$ cat config.mk
export PLATFORM = sky130hd
export DESIGN_NAME = address_filter_multi
export DESIGN_NICKNAME = d
export VERILOG_FILES = /design/src/rtl/address_filter_multi_pkg.sv /design/src/rtl/address_filter_multi_entry_cmp.sv /design/src/rtl/address_filter_multi.sv
export SDC_FILE = /design/constraint.sdc
export NUM_CORES = 1
export LEC_CHECK = 0
export ABC_CLOCK_PERIOD_IN_PS = 3100
export CAP_MARGIN = 20
export CORE_MARGIN = 4
export CORE_UTILIZATION = 29
export DETAILED_ROUTE_END_ITERATION = 8
export PLACE_DENSITY = 0.71
export REMOVE_ABC_BUFFERS = 1
export SLEW_MARGIN = 10
export SYNTH_ARGS = -nofsm -noshare
export SYNTH_HDL_FRONTEND = slang
export SYNTH_SLANG_ARGS = --single-unit
export TNS_END_PERCENT = 30
$ cat constraint.sdc
create_clock -name clk -period 3.1 [get_ports clk]
set_input_delay 0.62 -clock clk [delete_from_list [all_inputs] [get_ports clk]]
set_output_delay 0.62 -clock clk [all_outputs]
set_load 0.005 [all_outputs]
$ cat src/rtl/address_filter_multi_pkg.sv
`default_nettype none
// ============================================================================
// Module   : address_filter_multi_pkg
// Brief    : Shared constants, state type and byte-select helper for the
//            multi-entry destination-address filter.
// Revision : 1.0 - initial release
// ============================================================================
package address_filter_multi_pkg;

    localparam int         MAC_BYTES  = 6;
    localparam int         CNT_W      = 3;
    localparam logic [7:0] BCAST_BYTE = 8'hFF;

    localparam logic [1:0] MT_NONE    = 2'd0;
    localparam logic [1:0] MT_UCAST   = 2'd1;
    localparam logic [1:0] MT_GROUP   = 2'd2;
    localparam logic [1:0] MT_PROMISC = 2'd3;

    typedef enum logic [1:0] {
        S_IDLE    = 2'd0,
        S_COLLECT = 2'd1,
        S_DECIDE  = 2'd2
    } state_t;

    // Byte 0 is the most significant byte of the 48-bit address.
    function automatic logic [7:0] mac_byte(input logic [47:0] addr, input logic [CNT_W-1:0] idx);
        logic [7:0] b;
        case (idx)
            3'd0:    b = addr[47:40];
            3'd1:    b = addr[39:32];
            3'd2:    b = addr[31:24];
            3'd3:    b = addr[23:16];
            3'd4:    b = addr[15:8];
            3'd5:    b = addr[7:0];
            default: b = 8'h00;
        endcase
        return b;
    endfunction

endpackage
`default_nettype wire

$ cat src/rtl/address_filter_multi_entry_cmp.sv
`default_nettype none
// ============================================================================
// Module   : mac_addr_entry_cmp
// Brief    : One table entry: compares the current address byte and keeps a
//            running hit flag across the six bytes of a frame.
// Revision : 1.0 - initial release
// ============================================================================
module mac_addr_entry_cmp
    import address_filter_multi_pkg::*;
(
    input  logic             clk,
    input  logic             rst,
    input  logic             i_go,
    input  logic             i_accept,
    input  logic             i_en,
    input  logic [47:0]      i_entry,
    input  logic [CNT_W-1:0] i_sel,
    input  logic [7:0]       i_data,
    output logic             o_hit_next
);

    logic w_eq;
    logic r_hit;

    assign w_eq       = (i_data == mac_byte(i_entry, i_sel));
    assign o_hit_next = r_hit & w_eq;

    // Gating the initial flag with the enable captures it for the whole frame.
    always_ff @(posedge clk) begin
        if (rst) begin
            r_hit <= 1'b0;
        end else if (i_go) begin
            r_hit <= i_en & w_eq;
        end else if (i_accept) begin
            r_hit <= r_hit & w_eq;
        end
    end

endmodule
`default_nettype wire

$ cat src/rtl/address_filter_multi.sv
`default_nettype none
// ============================================================================
// Module   : address_filter_multi
// Brief    : Destination-address filter with NUM_ADDR unicast entries plus
//            broadcast, multicast and promiscuous acceptance.
// Revision : 1.0 - initial release
// ============================================================================
module address_filter_multi
    import address_filter_multi_pkg::*;
#(
    parameter int NUM_ADDR = 4,
    parameter int IDX_W    = (NUM_ADDR > 1) ? $clog2(NUM_ADDR) : 1
) (
    input  logic                  clk,
    input  logic                  reset,
    input  logic                  go,
    input  logic [7:0]            data,
    input  logic                  data_valid,
    input  logic [48*NUM_ADDR-1:0] addr_table,
    input  logic [NUM_ADDR-1:0]   addr_en,
    input  logic                  cfg_promisc,
    input  logic                  cfg_bcast,
    input  logic                  cfg_mcast,
    output logic                  done,
    output logic                  match,
    output logic [1:0]            match_type,
    output logic [IDX_W-1:0]      match_idx
);

    state_t             r_state;
    logic [CNT_W-1:0]   r_cnt;
    logic               r_bcast;
    logic               r_group;
    logic               r_cfg_promisc;
    logic               r_cfg_bcast;
    logic               r_cfg_mcast;

    logic               w_accept;
    logic               w_last;
    logic [CNT_W-1:0]   w_sel;
    logic [NUM_ADDR-1:0] w_hit_next;
    logic               w_any;
    logic [IDX_W-1:0]   w_idx;
    logic               w_bcast_final;
    logic [1:0]         w_type;

    assign w_accept = (r_state == S_COLLECT) && data_valid && !go;
    assign w_last   = w_accept && (r_cnt == CNT_W'(MAC_BYTES - 1));
    assign w_sel    = go ? '0 : r_cnt;

    generate
        for (genvar k = 0; k < NUM_ADDR; k++) begin : g_entry
            mac_addr_entry_cmp u_cmp (
                .clk        (clk),
                .rst        (reset),
                .i_go       (go),
                .i_accept   (w_accept),
                .i_en       (addr_en[k]),
                .i_entry    (addr_table[48*k +: 48]),
                .i_sel      (w_sel),
                .i_data     (data),
                .o_hit_next (w_hit_next[k])
            );
        end
    endgenerate

    // Final-byte decision: flags already folded with the byte being accepted.
    always_comb begin
        w_any = |w_hit_next;
        w_idx = '0;
        for (int k = NUM_ADDR - 1; k >= 0; k--) begin
            if (w_hit_next[k]) begin
                w_idx = IDX_W'(k);
            end
        end
    end

    assign w_bcast_final = r_bcast && (data == BCAST_BYTE);

    always_comb begin
        w_type = MT_NONE;
        if (w_any) begin
            w_type = MT_UCAST;
        end else if (r_cfg_bcast && w_bcast_final) begin
            w_type = MT_GROUP;
        end else if (r_cfg_mcast && r_group && !w_bcast_final) begin
            w_type = MT_GROUP;
        end else if (r_cfg_promisc) begin
            w_type = MT_PROMISC;
        end
    end

    always_ff @(posedge clk) begin
        if (reset) begin
            r_state       <= S_IDLE;
            r_cnt         <= '0;
            r_bcast       <= 1'b0;
            r_group       <= 1'b0;
            r_cfg_promisc <= 1'b0;
            r_cfg_bcast   <= 1'b0;
            r_cfg_mcast   <= 1'b0;
            done          <= 1'b0;
            match         <= 1'b0;
            match_type    <= MT_NONE;
            match_idx     <= '0;
        end else begin
            done       <= 1'b0;
            match      <= 1'b0;
            match_type <= MT_NONE;
            match_idx  <= '0;
            if (go) begin
                r_state       <= S_COLLECT;
                r_cnt         <= CNT_W'(1);
                r_bcast       <= (data == BCAST_BYTE);
                r_group       <= data[0];
                r_cfg_promisc <= cfg_promisc;
                r_cfg_bcast   <= cfg_bcast;
                r_cfg_mcast   <= cfg_mcast;
            end else begin
                case (r_state)
                    S_COLLECT: begin
                        if (data_valid) begin
                            r_cnt   <= r_cnt + CNT_W'(1);
                            r_bcast <= w_bcast_final;
                            if (w_last) begin
                                r_state    <= S_DECIDE;
                                done       <= 1'b1;
                                match      <= (w_type != MT_NONE);
                                match_type <= w_type;
                                match_idx  <= w_any ? w_idx : '0;
                            end
                        end
                    end
                    S_DECIDE: r_state <= S_IDLE;
                    default:  r_state <= S_IDLE;
                endcase
            end
        end
    end

endmodule
`default_nettype wire

==> results by stage <==
Final layout:
- The library cells used most frequently in the layout, excluding fill and tap cells, are sky130_fd_sc_hd__clkdlybuf4s50_1 (215), sky130_fd_sc_hd__mux2i_1 (35), sky130_fd_sc_hd__buf_4 (30).
- At the end of the flow the core is filled with cells to 0.501.
- The total number of nets in the final design is 867.
- The share of post-route cells with drive strength above 1 is 0.110.
- The post-layout instance area is 5990 µm².
- Leaving out fill and tap cells, the most frequent cell in the layout is sky130_fd_sc_hd__clkdlybuf4s50_1.
- The layout overhead on the synthesized area is 69.6%.

Min path:
- In this run the most critical hold path is launched from r_bcast$_SDFFE_PP0P_.
- The class of the worst hold path is reg2reg.
- Counting instances, the worst hold path has a depth of 2.
- The path with the worst hold slack has its endpoint at r_bcast$_SDFFE_PP0P_.

Global routing:
- The global routing stage identified its most utilized layer as met2.
- The number of antenna violations at the first check in global routing is 1.
- The pin count of the biggest net entering global routing is 39.
- For this run, global-route usage on met3 was measured as 0.0411.
- The met2 layer usage reported by global route is 0.403.
- The number of global-route vias before repair is 4850.
- For met1 alone, demand over resource in global routing was 0.275.
- The total overflow left after global routing is 0.
- The global routing usage summed across all routing layers is 0.224.
- The first global-routing pass estimated 25.7 mm of wire.

Clock tree:
- The root buffer cell is sky130_fd_sc_hd__clkbuf_16.
- In this run, post-CTS hold repair placed 0 buffers.
- TritonCTS created 3 clock buffers.
- The clock slew at the register clock pins of the worst setup and hold paths is 60 ps.
- CTS built an H-tree with a depth of 1.
- Counting every sink on the clock net gives 20.
- Post-CTS timing repair inserted 0 buffers for setup.
- The clock tree from TritonCTS is built.
- The maximum buffer depth of the clock tree is 2.
- The clock reaches the later pin of the worst-skew pair after 250 ps.
- After clock tree synthesis, the repair step resized 0 gates.

STA:
- The transition at the pin with the smallest max-transition slack is 505 ps.
- The period utilization is 0.962.
- The post-route worst hold slack is 497 ps.
- The final number of max-transition violations is 0.
- For the final database, setup skew stands at 1.04 ps.
- The post-layout minimum cycle time is 2980 ps.
- The number of setup violations in the final report is 0.
- The least setup slack across all paths after layout is 117 ps.
- Static timing analysis puts the maximum clock frequency at 335 MHz.
- Setup repair after global routing left no endpoint under its margin.
- The worst pin sits at a relative slew slack of 0.663.
- The number of endpoints with negative hold slack in the final report is 0.

Synth:
- The commonest register cell after synthesis is sky130_fd_sc_hd__dfxtp_1.
- Counting every instance in the synthesized netlist gives 447.
- The share of the synthesized area in the top cell type is 0.113.
- After synthesis, the cell types taking the most area are sky130_fd_sc_hd__dfxtp_1 (11%), sky130_fd_sc_hd__mux2i_1 (9.9%), sky130_fd_sc_hd__a21oi_1 (4.1%).
- The number of warning messages in the yosys log is 0.
- The distinct cell type count of the synthesized netlist is 71.
- Of the synthesized area, sequential elements account for 0.113.
- The mean cell area of the mapped netlist is 7.90 µm².
- The post-synthesis cell area is 3530 µm².
- The proportion of register bits with asynchronous set or reset after synthesis is 0.
- In this run, synthesis produced a sequential element count of 20.
- The biggest area contributor in the post-synthesis netlist is sky130_fd_sc_hd__dfxtp_1.
- The synthesized design contains 0 enable-type register cells.

Place:
- After detailed placement, the total cell area comes to 5880 µm².
- The placed wire-length estimate is 13.7 mm.
- The number of buffers inserted by port buffering is 216.
- The setup slack at placement is -30.2 ps.
- The congestion estimate from routability-driven global placement came to 0.889.

Route:
- For this block, the initial DRC count from the detailed router was 320.
- The routed wire length is 16.7 mm.
- After detailed routing, the number of vias per cell comes to 5.81.
- The number of DRC violations after detailed routing is 0.
- The antenna violation net count after detailed routing is 0.
- Across all layers, the routed design uses 4656 vias.
- Dividing the detail-routed wire length by the instance count gives 20.9 µm.
- The number of detailed-route iterations in the first pass is 5.

Setup path:
- The endpoint of the worst-slack reg-to-reg timing path is match_idx[1]$_SDFF_PP0_.
- At the worst endpoint, the arrival time is 3120 ps.
- The critical path goes through or3_1, a21boi_0, or4_1, a222oi_1, nor4b_4, a21oi_1, nor3b_2.
- The depth of the worst register-to-register path is 7.
- STA classifies the critical path startpoint as a flip-flop.
- The flop-to-flop setup slack is 120 ps.
- The worst setup path is captured at a flip-flop.
- The required time of the critical path is 3240 ps.
- The worst reg2reg path startpoint is r_cnt[1]$_SDFFE_PP0P_.
- Among cell families on the critical path, the largest total delay comes from simple AND/OR/NAND/NOR gates.
- Counting both buffers and inverters, the worst setup path holds a total of 0.
- The largest fanout on the critical path is 11.
- On the worst path, the slowest cell contributes a delay of 630 ps.
- The slowest stage of the critical path is the sky130_fd_sc_hd__dfxtp_1 cell.
- The path type of the worst setup path is reg2reg.

Floorplanning:
- The standard cell core area is 12000 µm².
- The number of placement rows is 40.
- The die is 118 µm wide.
- For this configuration, the core starts out at a cell density of 0.295.
- The die covers 14000 µm².
- The total I/O pin count is 217.
- Measured along the y axis, the die boundary spans 118 µm.

Power:
- The leakage power of the design is 0.00215 µW.
- The total power divided by cell area is 214 nW/µm².
- Across the VDD grid, the largest voltage drop is 0.000173 V.

Job:
- Across the run, the number of max-cap violations was 0.

Outcome:
- The flow ran to the end, and the final reports show no timing, DRC or antenna violations.
## cells by family (layout without fill, tap and decap cells)
logic type | count (synthesis) | after routing | share of synthesized area
AOI/OAI and AO/OA | 175 | 175 | 0.380
and+or+nand+nor | 142 | 142 | 0.262
buffers and inverters | 58 | 264 | 0.0904
muxes | 47 | 47 | 0.137
DFF | 20 | 20 | 0.113
xor gates and xnor gates | 3 | 3 | 0.00957
adders and majority gates | 2 | 2 | 0.00709
other | 0 | 1 | 0
## worst max-delay path by stage
stage                                    endpoint  slack, ps  depth (start not counted)             startpoint
final                     match_idx[1]$_SDFF_PP0_        120                          7  r_cnt[1]$_SDFFE_PP0P_
after global placement    match_idx[1]$_SDFF_PP0_         40                          8                     go
after CTS                 match_idx[1]$_SDFF_PP0_        170                          7  r_cnt[1]$_SDFFE_PP0P_
after detailed placement         match$_SDFF_PP0_        -30                          9                     go
after global routing      match_idx[0]$_SDFF_PP0_         20                          7  r_cnt[1]$_SDFFE_PP0P_
after floorplan           match_idx[1]$_SDFF_PP0_      -1310                          7  r_cnt[0]$_SDFFE_PP0P_
## stage by stage
| step | total power (µW) | setup TNS, ps | std cells |
|---|---|---|---|
| after global routing | 1340 | 0 | 801 |
| final | 1280 | 0 | 801 |
| after floorplan | 552 | -11020 | 400 |
| after CTS | 1280 | 0 | 800 |
| after global placement | 949 | 0 | 796 |
| after detailed placement | 960 | -82.5 | 796 |
## state kept, by name (all words and copies together), names as in the netlist
| signal | cells |
|---|---|
| r_group | 1 |
| r_state | 2 |
| r_cnt | 3 |
| g_entry.u_cmp.r_hit | 4 |
| match_type | 2 |
| done | 1 |
| r_bcast | 1 |
| r_cfg_bcast | 1 |
| r_cfg_promisc | 1 |
| r_cfg_mcast | 1 |
| match_idx | 2 |
| match | 1 |
## metal layers
metal	vias to the layer above	wire length, µm
met5	-	0
met4	0	340
met3	25	1380
met2	241	8340
met1	2194	6660
li1	2196	-
## cells in the mapped netlist, types with 5 or more instances
cell type and count:
sky130_fd_sc_hd__mux2_2 11, sky130_fd_sc_hd__buf_2 20, sky130_fd_sc_hd__or3b_2 6, sky130_fd_sc_hd__nor4_1 6
sky130_fd_sc_hd__o31ai_1 7, sky130_fd_sc_hd__and2_1 7, sky130_fd_sc_hd__a211oi_1 7, sky130_fd_sc_hd__o221ai_1 6
sky130_fd_sc_hd__o21ai_0 15, sky130_fd_sc_hd__nand3_1 6, sky130_fd_sc_hd__nand3b_1 18, sky130_fd_sc_hd__o211ai_1 10
sky130_fd_sc_hd__nor2_1 18, sky130_fd_sc_hd__dfxtp_1 20, sky130_fd_sc_hd__nor2b_1 7, sky130_fd_sc_hd__buf_6 8
sky130_fd_sc_hd__inv_1 11, sky130_fd_sc_hd__mux2i_1 35, sky130_fd_sc_hd__nand2_1 25, sky130_fd_sc_hd__a2111o_1 9
sky130_fd_sc_hd__a22oi_1 14, sky130_fd_sc_hd__a31oi_1 6, sky130_fd_sc_hd__o31a_1 5, sky130_fd_sc_hd__or4_1 7
sky130_fd_sc_hd__a222oi_1 8, sky130_fd_sc_hd__nand4b_1 6, sky130_fd_sc_hd__a21boi_0 14, sky130_fd_sc_hd__a22o_1 12
sky130_fd_sc_hd__clkbuf_1 11, sky130_fd_sc_hd__a21oi_1 29, sky130_fd_sc_hd__o2bb2ai_1 10
## final cells by class
type,instances,area (µm²)
Multi-Input combinational cell,369,2810
Fill cell,1178,5970
Inverter,11,41.3
Timing Repair Buffer,249,2440
Antenna cell,1,2.50
Clock buffer,4,100
Sequential cell,20,405
Tap cell,147,184
## worst reg2reg max path: cells and delay by family, from the launching register on
family	cells	cell delay (ps)
AND/OR/NAND/NOR	4	1430
AO/OA/AOI/OAI	3	820
flip-flops	1	630
## where the power goes
part,internal (µW),switching (µW)
Combinational,411,270
Clock,224,98.0
Sequential,263,17.0
Total,898,385
Power figures use the tool's default switching activity.
